===== src/rtl/io_ctrl.sv =====
// N-channel IO controller: debounced inputs with edge pulses, LED-style outputs.
// Optional toggle latch on debounced rises: define IO_CTRL_TOGGLE_LATCH_EN.
module io_ctrl #(
    parameter int            SW = 4,
    parameter logic [SW-1:0] OE = {SW{1'b0}},
    parameter logic          DS = 1'b0,
    parameter int            DB = 4,
    parameter int            PD = 6,
    parameter int            BP = 8
) (
    input  logic            clk,
    input  logic            rst,
    input  logic [SW-1:0]   io_i,
    output logic [SW-1:0]   io_o,
    output logic [SW-1:0]   io_oe,
    input  logic            dir_wr,
    input  logic [SW-1:0]   dir_data,
    input  logic            mode_wr,
    input  logic [2*SW-1:0] mode_data,
    input  logic [SW-1:0]   push_req,
    output logic [SW-1:0]   in_state,
    output logic [SW-1:0]   in_rise,
    output logic [SW-1:0]   in_fall,
    output logic [SW-1:0]   in_tog
);

    localparam int CW = $clog2(DB + 1);
    localparam int TW = $clog2(PD + 1);
    localparam int PW = (BP > 1) ? $clog2(BP) : 1;

    typedef enum logic [1:0] {
        M_OFF   = 2'd0,
        M_ON    = 2'd1,
        M_BLINK = 2'd2,
        M_PUSH  = 2'd3
    } mode_e;

    logic [SW-1:0]   s1_q, s2_q;
    logic [SW-1:0]   oe_q, oe_d;
    logic [SW-1:0]   state_q, state_d;
    logic [SW-1:0]   rise_q, rise_d;
    logic [SW-1:0]   fall_q, fall_d;
    logic [SW-1:0]   out_q, out_d;
    logic [2*SW-1:0] mode_q, mode_d;
    logic [CW-1:0]   cnt_q [SW];
    logic [CW-1:0]   cnt_d [SW];
    logic [TW-1:0]   tmr_q [SW];
    logic [TW-1:0]   tmr_d [SW];
    logic [PW-1:0]   presc_q, presc_d;
    logic            phase_q, phase_d;
    logic [SW-1:0]   lvl;
    logic [1:0]      m_new;

    always_comb begin
        oe_d    = dir_wr ? dir_data : oe_q;
        mode_d  = mode_wr ? mode_data : mode_q;
        state_d = state_q;
        rise_d  = '0;
        fall_d  = '0;
        lvl     = '0;
        m_new   = '0;
        presc_d = presc_q + 1'b1;
        phase_d = phase_q;
        if (presc_q == PW'(BP - 1)) begin
            presc_d = '0;
            phase_d = ~phase_q;
        end
        for (int c = 0; c < SW; c++) begin
            // Output channels keep the counter parked and the level frozen
            cnt_d[c] = '0;
            if (!oe_q[c] && (s2_q[c] != state_q[c])) begin
                if (cnt_q[c] == CW'(DB - 1)) begin
                    state_d[c] = s2_q[c];
                    rise_d[c]  = s2_q[c];
                    fall_d[c]  = ~s2_q[c];
                end else begin
                    cnt_d[c] = cnt_q[c] + 1'b1;
                end
            end

            m_new = mode_wr ? mode_data[2*c +: 2] : mode_q[2*c +: 2];
            if (push_req[c] && (m_new == M_PUSH)) begin
                tmr_d[c] = TW'(PD);
            end else if (mode_wr) begin
                tmr_d[c] = '0;
            end else if (tmr_q[c] != '0) begin
                tmr_d[c] = tmr_q[c] - 1'b1;
            end else begin
                tmr_d[c] = tmr_q[c];
            end

            case (mode_q[2*c +: 2])
                M_OFF:   lvl[c] = 1'b0;
                M_ON:    lvl[c] = 1'b1;
                M_BLINK: lvl[c] = phase_q;
                M_PUSH:  lvl[c] = (tmr_q[c] != '0);
                default: lvl[c] = 1'b0;
            endcase
        end
        out_d = lvl ^ {SW{DS}};
    end

    always_ff @(posedge clk) begin
        if (rst) begin
            s1_q    <= {SW{DS}};
            s2_q    <= {SW{DS}};
            oe_q    <= OE;
            state_q <= {SW{DS}};
            rise_q  <= '0;
            fall_q  <= '0;
            out_q   <= {SW{DS}};
            mode_q  <= '0;
            cnt_q   <= '{default: '0};
            tmr_q   <= '{default: '0};
            presc_q <= '0;
            phase_q <= 1'b0;
        end else begin
            s1_q    <= io_i;
            s2_q    <= s1_q;
            oe_q    <= oe_d;
            state_q <= state_d;
            rise_q  <= rise_d;
            fall_q  <= fall_d;
            out_q   <= out_d;
            mode_q  <= mode_d;
            cnt_q   <= cnt_d;
            tmr_q   <= tmr_d;
            presc_q <= presc_d;
            phase_q <= phase_d;
        end
    end

`ifdef IO_CTRL_TOGGLE_LATCH_EN
    logic [SW-1:0] tog_q;

    always_ff @(posedge clk) begin
        if (rst) begin
            tog_q <= '0;
        end else begin
            tog_q <= tog_q ^ rise_q;
        end
    end

    assign in_tog = tog_q;
`else
    assign in_tog = '0;
`endif

    assign io_o     = out_q;
    assign io_oe    = oe_q;
    assign in_state = state_q;
    assign in_rise  = rise_q;
    assign in_fall  = fall_q;

endmodule


===== config.mk =====
export PLATFORM = sky130hd
export DESIGN_NAME = io_ctrl
export DESIGN_NICKNAME = d
export VERILOG_FILES = /design/src/rtl/io_ctrl.sv
export SDC_FILE = /design/constraint.sdc
export NUM_CORES = 1
export LEC_CHECK = 0
export BUFFER_PORTS_ARGS = -buffer_cell sky130_fd_sc_hd__buf_2
export CAP_MARGIN = 0
export CORE_ASPECT_RATIO = 0.8
export CORE_MARGIN = 2
export CORE_UTILIZATION = 30
export CTS_BUF_LIST = sky130_fd_sc_hd__clkbuf_8
export DETAILED_ROUTE_END_ITERATION = 7
export GPL_TIMING_DRIVEN = 0
export PLACE_DENSITY_LB_ADDON = 0.2
export SLEW_MARGIN = 40
export SYNTH_ARGS = -nofsm -noshare
export SYNTH_HDL_FRONTEND = slang
export SYNTH_SLANG_ARGS = --single-unit

===== constraint.sdc =====
create_clock -name clk -period 1.65 [get_ports clk]
set_input_delay 0.2475 -clock clk [delete_from_list [all_inputs] [get_ports clk]]
set_output_delay 0.2475 -clock clk [all_outputs]
set_load 0.005 [all_outputs]

## Word-level counts from Yosys, hierarchy flattened

Index checks and enable logic that the tools add are counted.

| word-level totals | value |
|---|---|
| memories | 0 |
| bits in writable memories | 0 |
| bits in read-only memories | 0 |
| latch bits | 0 |
| output and inout bits | 24 |
| register bits | 64 |

| operators by class | value |
|---|---|
| muxes and demuxes | 20 |
| add/subtract/negate cells | 9 |
| eq/ne operators | 25 |
| reduce and logical (&&, ||, !) cells | 41 |
| shifts and indexed selects | 0 |
| div/mod/pow operators | 0 |
| order comparisons | 0 |
| $mul | 0 |
| bitwise gates (word level) | 13 |

Operator list:

| kind | number |
|---|---|
| $mux W3 | 12 |
| $reduce_or A3 Y1 | 12 |
| $eq A2 B2 Y1 const B | 12 |
| $reduce_bool A3 Y1 | 8 |
| $pmux W1 S4 | 4 |
| $add A3 B1 Y3 const B | 5 |
| $not A1 Y1 | 13 |
| $eq A3 B2 Y1 const B | 4 |
| $sub A3 B1 Y3 const B | 4 |
| $eq A2 B1 Y1 const B | 4 |
| $logic_and A1 B1 Y1 | 8 |
| $logic_not A2 Y1 | 4 |
| $mux W2 | 4 |
| $reduce_and A2 Y1 | 4 |
| $logic_not A1 Y1 | 4 |
| $ne A1 B1 Y1 | 4 |
| $eq A3 B3 Y1 const B | 1 |
| $reduce_or A2 Y1 | 1 |

## Longest topological paths before layout

Gate-level depths: netlist (run 1).

| depth | value |
|---|---|
| word-level depth | 4 |
| depth in mapped cells | 5 |
| mapped depth without buffers | 5 |

## Worst setup path after synthesis (run 1)

No wires, ideal clock.

| timing path | value |
|---|---|
| path kind | register to register |
| start point | reg cnt_q[9] (netlist name) |
| end point | reg state_q[0], in the netlist in_state[0] |
| slack | 0.560 ns |
| stages on the path, launching flop included | 6 |
| buffers on the path | 0 |
| arrival | 0.973 ns |
| setup time | 0.117 ns |
| cell sequence | dfxtp_1 ha_1 ha_1 nor2b_1 mux2i_1 nor2_1 |

| on the way | value |
|---|---|
| cells in the longest elaborated chain, start to end | 2 |

RTL lines:

| item | RTL line | RTL |
|---|---|---|
| start, declared | 45 | `logic [CW-1:0] cnt_q [SW];` |
| start signal, assigned | 126 | `cnt_q <= cnt_d;` |
| $eq A3 B2 Y1 | 72 | `if (cnt_q[c] == CW'(DB - 1)) begin` |
| $reduce_and A2 Y1 (no source line) | -- |  |
| end signal, assigned | 108 | `state_q <= {SW{DS}};` |
| end signal, assigned | 121 | `state_q <= state_d;` |
| end, declared | 40 | `logic [SW-1:0] state_q, state_d;` |

Every way passes these cells.
A chain may end at the register's enable or synchronous reset.

## Final worst setup path (run 1)

| timing path | value |
|---|---|
| start point | reg cnt_q[0] (netlist name) |
| end point | reg state_q[3], in the netlist in_state[3] |

The elaborated chain is that of the path after synthesis.

==> impl_metrics.json, run 1 <==
{
  "crit_start": "cnt_q[0]",
  "vias": 1760,
  "rsz0062_at_grt": "no",
  "die_y_um": 84.48,
  "wl_um": 4856,
  "synthSimpleGateAreaFrac_pct": 19.78,
  "whs_path_depth": 2,
  "nets": 321,
  "dr.pass1.iters": 4,
  "grt_pass1_wl_um": 8086,
  "grt-ovfl-total": 0,
  "path_clk_slew_ps": 70,
  "cts_sinks": 64,
  "setup_violations": 0,
  "min_from": "io_i[0]",
  "powerDensity_nw_per_um2": 998.1,
  "synth-adder-area-share_pct": 5.152,
  "synthesis.area_um2": 2429,
  "r2r-end": "in_state[3]",
  "finalWeightedCongestion": 0.6941,
  "clockBufferDepth": 2,
  "grtUsageTotal_pct": 11.85,
  "synth_most_common_cell": "dfxtp_1",
  "syn_area_per_cell_um2": 10.51,
  "wl_per_cell_um": 12.14,
  "post-route-period-util_pct": 72.44,
  "initial_core_util_pct": 30.70,
  "synth.area.top_cells": "dfxtp_1, mux2i_1, ha_1",
  "cp-start-kind": "flip-flop",
  "dp_hpwl_um": 3409,
  "slew_violations": 0,
  "viasPerCell": 4.400,
  "dp_worst_setup_slack_ps": 444.8,
  "area_growth_pct": 21.54,
  "crit_top_cell": "ha_1",
  "synth_top_cell_area_share_pct": 52.76,
  "rows": 29,
  "cts-htree-levels": 3,
  "cts-root-buf": "clkbuf_8",
  "yosysSeqAreaShare_pct": 52.76,
  "grt_max_degree": 11,
  "antennaDiodeCount": 0,
  "synth_largest_area_cell": "dfxtp_1",
  "rrSetupSlack_ps": 450,
  "layout_min_cycle_time_ps": 1195,
  "post_cts_buffers": 0,
  "worst_pin_slew_ps": 541.5,
  "slowest_stage": "dfxtp_1",
  "drive_above_1_share_pct": 24.32,
  "clk_latency_ps": 330,
  "grt_pass1_vias": 1666,
  "drt_iter0_drc": 60,
  "crit_required_ps": 1870,
  "reg2reg_depth": 5,
  "r2r-start": "cnt_q[0]",
  "synth-xor-area-share_pct": 1.803,
  "synth_commonest_cells": "dfxtp_1, nor2_1, mux2i_1",
  "cts-buffers-inserted": 9,
  "maxSlewHeadroom_pct": 63.90,
  "synth.area.mux_share_pct": 6.595,
  "status": "complete, no violations",
  "io_pins": 48,
  "yosysUniqueCellTypes": 33,
  "postRouteAntennaNets": 0,
  "postCtsHoldBufs": 0,
  "synth_top_family_by_area": "simple AND/OR/NAND/NOR gates",
  "cp.arrival_ps": 1410,
  "core_area_um2": 7910,
  "cts_tree": "yes",
  "drv_cap": 0,
  "ir_drop_mv": 0.3202,
  "maxClockFrequency_mhz": 836.7,
  "cts_resized": 0,
  "route.detailed.drc": 0,
  "syn_inst": 231,
  "final.setup.worst_slack_ps": 454.8,
  "crit_chain": "ha_1, ha_1, nor2b_1, mux2i_1, nor2_1",
  "setup-tns-final_ps": 0,
  "utilization_pct": 37.31,
  "synth_warnings": 0,
  "antenna_found_initial": 0,
  "cp_max_fo": 3,
  "ys_ff_latch": 64,
  "async_flop_share_pct": 0,
  "endpoint": "in_state[3]",
  "fin_skew_ps": 8.892,
  "die_area_um2": 8836,
  "slowest_delay_ps": 330,
  "hold_violations": 0,
  "synth_top_flop_cell": "dfxtp_1",
  "die_x_um": 104.6,
  "critPathKind": "flip-flop to flip-flop",
  "portBuffers": 42,
  "p_leak_nw": 1.293,
  "synth_edf_count": 0,
  "cp-end-kind": "flip-flop",
  "hold_class": "input port to flip-flop",
  "synth_compound_area_share_pct": 8.913
}
-- state kept, by name (all words and copies together), names as in the netlist --
| register | flops |
|---|---|
| s1_q | 4 |
| phase_q | 1 |
| tmr_q | 12 |
| in_state | 4 |
| s2_q | 4 |
| in_rise | 4 |
| cnt_q | 12 |
| mode_q | 8 |
| io_o | 4 |
| in_fall | 4 |
| io_oe | 4 |
| presc_q | 3 |
-- layout make-up --
type	count	area, um2
Timing Repair Buffer	42	210.2
Clock buffer	10	137.6
Inverter	10	37.54
Buffer	12	80.08
Fill cell	819	4959
Tap cell	108	135.1
Clock inverter	6	28.78
Sequential cell	64	1281
Multi-Input combinational cell	148	1041
-- cell families (layout without fill, tap and decap cells) --
family / after synthesis / in the layout
mux: 16 / 16
xor+xnor: 5 / 5
compound gates: 31 / 31
buf+inv: 22 / 80
other cells: 1 / 4
flops: 64 / 64
fa+ha+maj: 10 / 10
simple gates: 82 / 82
-- cells in the final DEF (no fill, tap or decap), drive strengths merged --
cell	count
conb	4
nor2b	12
o211ai	4
xnor2	1
nor4b	6
mux2i	16
clkbuf	12
o21bai	2
xor2	4
o211a	2
nor4	3
a211oi	2
nor3b	10
a31oi	4
a41oi	4
ha	10
o41ai	1
and4b	2
and4	2
clkinv	2
nand3b	5
buf	52
clkinvlp	1
inv	13
nand2	5
nor3	4
dfxtp	64
a21oi	12
nor2	33
-- where the power goes --
group / leakage, nW / internal [mW] / switching (mW)
Sequential: 0.521 / 1.59 / 0.0351
Combinational: 0.676 / 0.0882 / 0.0947
Clock: 0.0958 / 0.564 / 0.573
-- worst max-delay path, delay by kind of cell (launching register included) --
kind | cells | cell delay [ps]
simple gates | 2 | 220
flops | 1 | 330
mux | 1 | 210
fa+ha+maj | 2 | 320
-- stage by stage --
stage	instance area, um2	std cells	total power [mW]	hold slack, ps
after CTS	2952	400	2.995	101.4
after global routing	2952	400	3.094	122.8
after detailed placement	2785	384	1.846	414.7
final	2952	400	2.946	120.0
after floorplan	2440	234	1.767	375.7
after global placement	2785	384	1.842	406.6
-- layer usage --
metal	vias to the layer above	share of wire (%)	track usage, %
li1	919	-	-
met1	797	50	14.50
met2	37	43	18.66
met3	7	5.1	4.969
met4	0	1.6	4.606
met5	-	0	0
-- worst min-delay path by stage --
stage / end / slack, ps
after global placement: cnt_q[0] / 410
after detailed placement: cnt_q[6] / 410
after floorplan: s1_q[0] / 380
after global routing: s1_q[0] / 120
final: s1_q[0] / 120
after CTS: s1_q[0] / 100
Note: power is estimated with default switching activity, not from simulation.
==> inputs of run 2 (changes only) <==
--- a/config.mk
+++ b/config.mk
@@ -5,6 +5,7 @@
 export SDC_FILE = /design/constraint.sdc
 export NUM_CORES = 1
 export LEC_CHECK = 0
+export ABC_AREA = 1
 export BUFFER_PORTS_ARGS = -buffer_cell sky130_fd_sc_hd__buf_2
 export CAP_MARGIN = 0
 export CORE_ASPECT_RATIO = 0.8
==> constraint.sdc (replaced) <==
create_clock -name clk -period 1.2 [get_ports clk]
set_input_delay 0.18 -clock clk [delete_from_list [all_inputs] [get_ports clk]]
set_output_delay 0.18 -clock clk [all_outputs]
set_load 0.005 [all_outputs]
==> run 2 against run 1 <==
  * Die area rose by 1.8%
  * Cell area grew 1.7%
  * Sequential share of layout area decreased by 0.72 points
  * Final cell count rose by 23%
  * Critical endpoint is now presc_q[0]
==> impl_metrics.json, run 2 <==
{
  "status": "complete, no violations",
  "powerDensity_nw_per_um2": 1367,
  "dp_hpwl_um": 3406,
  "synth_top_flop_cell": "dfxtp_1",
  "maxClockFrequency_mhz": 888.6,
  "regArea_um2": 1281,
  "layout_commonest_cell": "nand2_1",
  "ir_drop_mv": 0.4165,
  "yosysUniqueCellTypes": 19,
  "synth_most_common_cell": "nand2_1",
  "clockBufferDepth": 2,
  "synth_commonest_cells": "nand2_1, nor2_1, dfxtp_1",
  "dr.pass1.iters": 4,
  "postCtsHoldBufs": 0,
  "fin_skew_ps": 7.163,
  "synth.area.top_cells": "dfxtp_1, nand2_1, nor2_1",
  "setup_violations": 0,
  "synth_warnings": 0,
  "die_area_um2": 8997,
  "postRouteAntennaNets": 0,
  "area_growth_pct": 21.28,
  "initial_core_util_pct": 31.00,
  "cts_resized": 1,
  "hold_class": "input port to flip-flop",
  "vias": 1986,
  "portBuffers": 41,
  "yosysSeqAreaShare_pct": 51.77,
  "critPathKind": "flip-flop to flip-flop",
  "setup-tns-final_ps": 0,
  "hold_violations": 0,
  "antennaDiodeCount": 0,
  "io_pins": 48,
  "wl_um": 4666,
  "top_regs": "cnt_q x12, tmr_q x12, mode_q x8",
  "layout_common_cells": "nand2_1, nor2_1, dfxtp_1, inv_1, buf_2",
  "post-route-period-util_pct": 93.78,
  "route.detailed.drc": 0,
  "rsz0062_at_grt": "no",
  "synth_top_cell_area_share_pct": 51.77,
  "cts-buffers-inserted": 9,
  "grt_pass1_wl_um": 8142,
  "core_area_um2": 7983,
  "synthesis.area_um2": 2475,
  "die_y_um": 85.24,
  "p_total_mw": 4.103,
  "multi_input_area_um2": 929.6,
  "wl_per_cell_um": 9.522,
  "rows": 29,
  "synth_largest_area_cell": "dfxtp_1",
  "die_x_um": 105.5,
  "syn_inst": 322,
  "async_flop_share_pct": 0,
  "cp_max_fo": 3,
  "cts-htree-levels": 3,
  "ys_ff_latch": 64,
  "layout_min_cycle_time_ps": 1125,
  "clk_latency_ps": 330,
  "cp-end-kind": "flip-flop",
  "post_cts_buffers": 0,
  "grt_pass1_vias": 1880,
  "drt_iter0_drc": 59,
  "antenna_found_initial": 0,
  "grt_max_degree": 12,
  "cp-start-kind": "flip-flop",
  "cts_tree": "yes",
  "crit_required_ps": 1470,
  "syn_area_per_cell_um2": 7.686,
  "viasPerCell": 4.053,
  "fillers": 883,
  "path_clk_slew_ps": 60,
  "grt-ovfl-total": 0,
  "cts-root-buf": "clkbuf_8",
  "cp.arrival_ps": 1390,
  "p_leak_nw": 1.546,
  "slew_violations": 0,
  "nets": 411,
  "finalWeightedCongestion": 0.7090,
  "drv_cap": 0,
  "cts_sinks": 64,
  "synth_edf_count": 0,
  "drive_above_1_share_pct": 18.32,
  "grtUsageTotal_pct": 11.73
}
[run 2: cell count changes in the layout (fill, tap and decap cells not counted), sizes merged, moves of 6 or more]
cell   previous run  this run
inv              13        51
mux2i            16         0
nand2             5        72
nor2             33        70
nor2b            12         0
nor3b            10         0
nor4b             6         0
o21ai             0        12
[run 2: final timing paths]
path | start | to | slack [ps] | cells after the start
worst max register to register | presc_q[0] | presc_q[0] | 70 | 4
worst max-delay path | presc_q[0] | presc_q[0] | 70 | 4
worst min-delay path | io_i[1] | s1_q[1] | 50 | 3
worst min register to register | s1_q[2] | s2_q[2] | 410 | 2
[run 2: kinds of logic (layout without fill, tap and decap cells)]
logic type | Yosys count | after routing | synth area share, %
and+or+nand+nor | 164 | 164 | 27.40
DFF | 64 | 64 | 51.77
buffers and inverters | 62 | 119 | 11.22
AOI/OAI and AO/OA | 20 | 20 | 4.045
adders and majority gates | 10 | 10 | 5.056
other | 1 | 4 | 0.1515
xor gates and xnor gates | 1 | 1 | 0.3540
[run 2: report_power, final]
group	internal, mW	switching, mW	total, mW
logic	0.122	0.161	0.283
clock network	0.789	0.803	1.59
registers	2.19	0.0371	2.23
[run 2: worst max-delay path: stages (launching register included)]
cell	delay, ps
dfxtp_1	320
ha_1	200
ha_1	200
or2_4	270
nor2_1	90
[run 2: area by class of cell]
type / count / share of cell area [%]
buffer: 11 / 2.876
clock inverter: 6 / 1.167
tap: 108 / 4.502
timing repair buffer: 41 / 6.836
clock buffer: 10 / 4.585
multi-input combinational: 199 / 30.97
sequential: 64 / 42.68
inverter: 51 / 6.378
[run 2: routing by layer]
metal	routed length, um	global-route usage [%]	vias to the layer above	part of all wire (%)
met5	0	0	-	0
met3	210	4.455	8	4.5
li1	-	-	1075	-
met4	93	5.024	0	2.0
met2	2161	19.24	30	46
met1	2199	13.81	873	47
[run 2: metrics by stage]
step / cell area [um2] / setup slack (ps) / utilization [%] / hold WS [ps] / std cells
after detailed placement: 2826 / 3.903 / 35.41 / 388.7 / 474
after floorplan: 2486 / 89.72 / - / 287.0 / 325
final: 3002 / 74.63 / 37.60 / 48.75 / 490
after global placement: 2826 / 46.50 / 35.41 / 389.3 / 474
after global routing: 3002 / 8.349 / 37.60 / 37.48 / 490
after CTS: 3002 / 62.11 / 37.60 / 26.03 / 490
==> inputs of run 3 (changes only) <==
--- a/config.mk
+++ b/config.mk
@@ -7,9 +7,7 @@
 export LEC_CHECK = 0
 export ABC_AREA = 1
 export BUFFER_PORTS_ARGS = -buffer_cell sky130_fd_sc_hd__buf_2
-export CAP_MARGIN = 0
 export CORE_ASPECT_RATIO = 0.8
-export CORE_MARGIN = 2
 export CORE_UTILIZATION = 30
 export CTS_BUF_LIST = sky130_fd_sc_hd__clkbuf_8
 export DETAILED_ROUTE_END_ITERATION = 7
==> run 3 against run 2 <==
  * Setup slack worse by 3.0 ps
  * Hold slack better by 0.53 ps
  * Clock-buffer cell count unchanged
  * First-iteration DRC count is 3.4% lower
  * Sequential power about the same
  * Global-route usage grew 0.49 points
  * Largest power group unchanged
==> impl_metrics.json, run 3 (synthesis gave the netlist of run 2 again) <==
{
  "finalNonFillerCells": 489,
  "worst-path-buf-inv": 0,
  "drive_above_1_share_pct": 18.11,
  "final.setup.worst_slack_ps": 71.65,
  "hold_violations": 0,
  "slowest_delay_ps": 320,
  "antenna_found_initial": 0,
  "seqPwrFrac_pct": 52.2,
  "layout_common_cells": "nand2_1, nor2_1, dfxtp_1, inv_1, buf_2",
  "pwr-share-clk_pct": 41.1,
  "portBuffers": 41,
  "die_x_um": 103.5,
  "dp_worst_setup_slack_ps": 16.18,
  "holdWs_ps": 49.29,
  "vias": 1935,
  "ir_drop_mv": 0.4606,
  "die_y_um": 83.24,
  "cp_max_fo": 3,
  "cts-buffers-inserted": 9,
  "fillers": 838,
  "p_leak_nw": 1.560,
  "path_clk_slew_ps": 70,
  "clk_latency_ps": 330,
  "critPathKind": "flip-flop to flip-flop",
  "wl_um": 4693,
  "dp.cells": 474,
  "rsz0062_at_grt": "no",
  "grt_max_degree": 11,
  "postCtsHoldBufs": 0,
  "postRouteAntennaNets": 0,
  "initial_core_util_pct": 31.14,
  "cp_top_family": "adder cells",
  "grt-ovfl-total": 0,
  "powerDensity_nw_per_um2": 1414,
  "drv_cap": 0,
  "layout_commonest_cell": "nand2_1",
  "die_area_um2": 8619,
  "drt_iter0_drc": 57,
  "hold_class": "input port to flip-flop",
  "viasPerCell": 3.957,
  "setup-tns-final_ps": 0,
  "nets": 411,
  "top_regs": "cnt_q x12, tmr_q x12, mode_q x8",
  "slowest_stage": "dfxtp_1",
  "antennaDiodeCount": 0,
  "swShare_pct": 22.66,
  "rows": 29,
  "utilization_pct": 37.98,
  "core_area_um2": 7946,
  "crit_top_cell": "ha_1",
  "crit_chain": "ha_1, ha_1, or2_4, nor2_1",
  "post_cts_buffers": 0,
  "post-route-period-util_pct": 94.03,
  "route.detailed.drc": 0,
  "dr.pass1.iters": 4,
  "slew_violations": 0,
  "crit_required_ps": 1470,
  "cp-end-kind": "flip-flop",
  "io_pins": 48,
  "cp-start-kind": "flip-flop",
  "grt_pass1_vias": 1808,
  "grt_pass1_wl_um": 8231,
  "layout_min_cycle_time_ps": 1128,
  "finalWeightedCongestion": 0.7481,
  "setup_violations": 0,
  "multi_input_area_um2": 932.1,
  "p_switching_uw": 966.7,
  "p_int_mw": 3.300,
  "regArea_um2": 1281,
  "cts_sinks": 64,
  "maxClockFrequency_mhz": 886.3,
  "combPwrFrac_pct": 6.7,
  "cp.arrival_ps": 1400,
  "cts-htree-levels": 3,
  "cts-root-buf": "clkbuf_8",
  "status": "complete, no violations",
  "wl_per_cell_um": 9.597,
  "fin_skew_ps": 6.832,
  "clockBufferDepth": 2,
  "grtUsageTotal_pct": 12.22,
  "area_growth_pct": 21.94,
  "dp_hpwl_um": 3358,
  "cts_tree": "yes"
}
==> run 3: worst paths after layout <==
kind / startpoint / end / slack [ps] / cells past startpoint
worst min register to register: s1_q[1] / s2_q[1] / 400 / 2
worst max register to register: presc_q[0] / presc_q[1] / 70 / 4
worst max-delay path: presc_q[0] / presc_q[1] / 70 / 4
worst min-delay path: io_i[1] / s1_q[1] / 50 / 3
==> run 3: layout make-up <==
class,count,share of cell area (%)
sequential,64,42.45
multi-input combinational,199,30.89
timing repair buffer,41,6.799
inverter,51,6.343
clock buffer,10,4.561
tap,108,4.478
buffer,11,2.861
clock inverter,5,1.617
==> run 3: worst register-to-register path: stages, from the launching register on <==
cell	delay (ps)
dfxtp_1	320
ha_1	190
ha_1	200
or2_4	260
nor2_1	90
==> run 3: layer usage <==
metal	global-route usage [%]	share of wire, %	up-vias
li1	-	-	1076
met4	4.743	1.0	0
met5	0	0	-
met1	15.20	50	819
met3	4.553	4.9	6
met2	19.16	45	34
==> run 3: through the flow <==
| step | instance area [um2] | power (mW) |
|---|---|---|
| floorplan | 2486 | 2.461 |
| global placement | 2826 | 2.558 |
| detailed placement | 2826 | 2.563 |
| CTS | 3013 | 4.344 |
| global route | 3018 | 4.488 |
| finish | 3018 | 4.266 |
==> run 3: power groups by stage <==
stage	combinational (mW)	sequential, mW	clock (mW)
floorplan	0.191	2.27	0
global placement	0.284	2.27	0
detailed placement	0.287	2.28	0
CTS	0.288	2.23	1.83
global route	0.330	2.24	1.92
finish	0.284	2.23	1.75
==> run 3: timing repair <==
| item | CTS | global route |
|---|---|---|
| setup endpoints to repair | 0 | 4 |
| endpoints found under the hold margin | 0 | 0 |
| resized for setup | 0 | 2 |
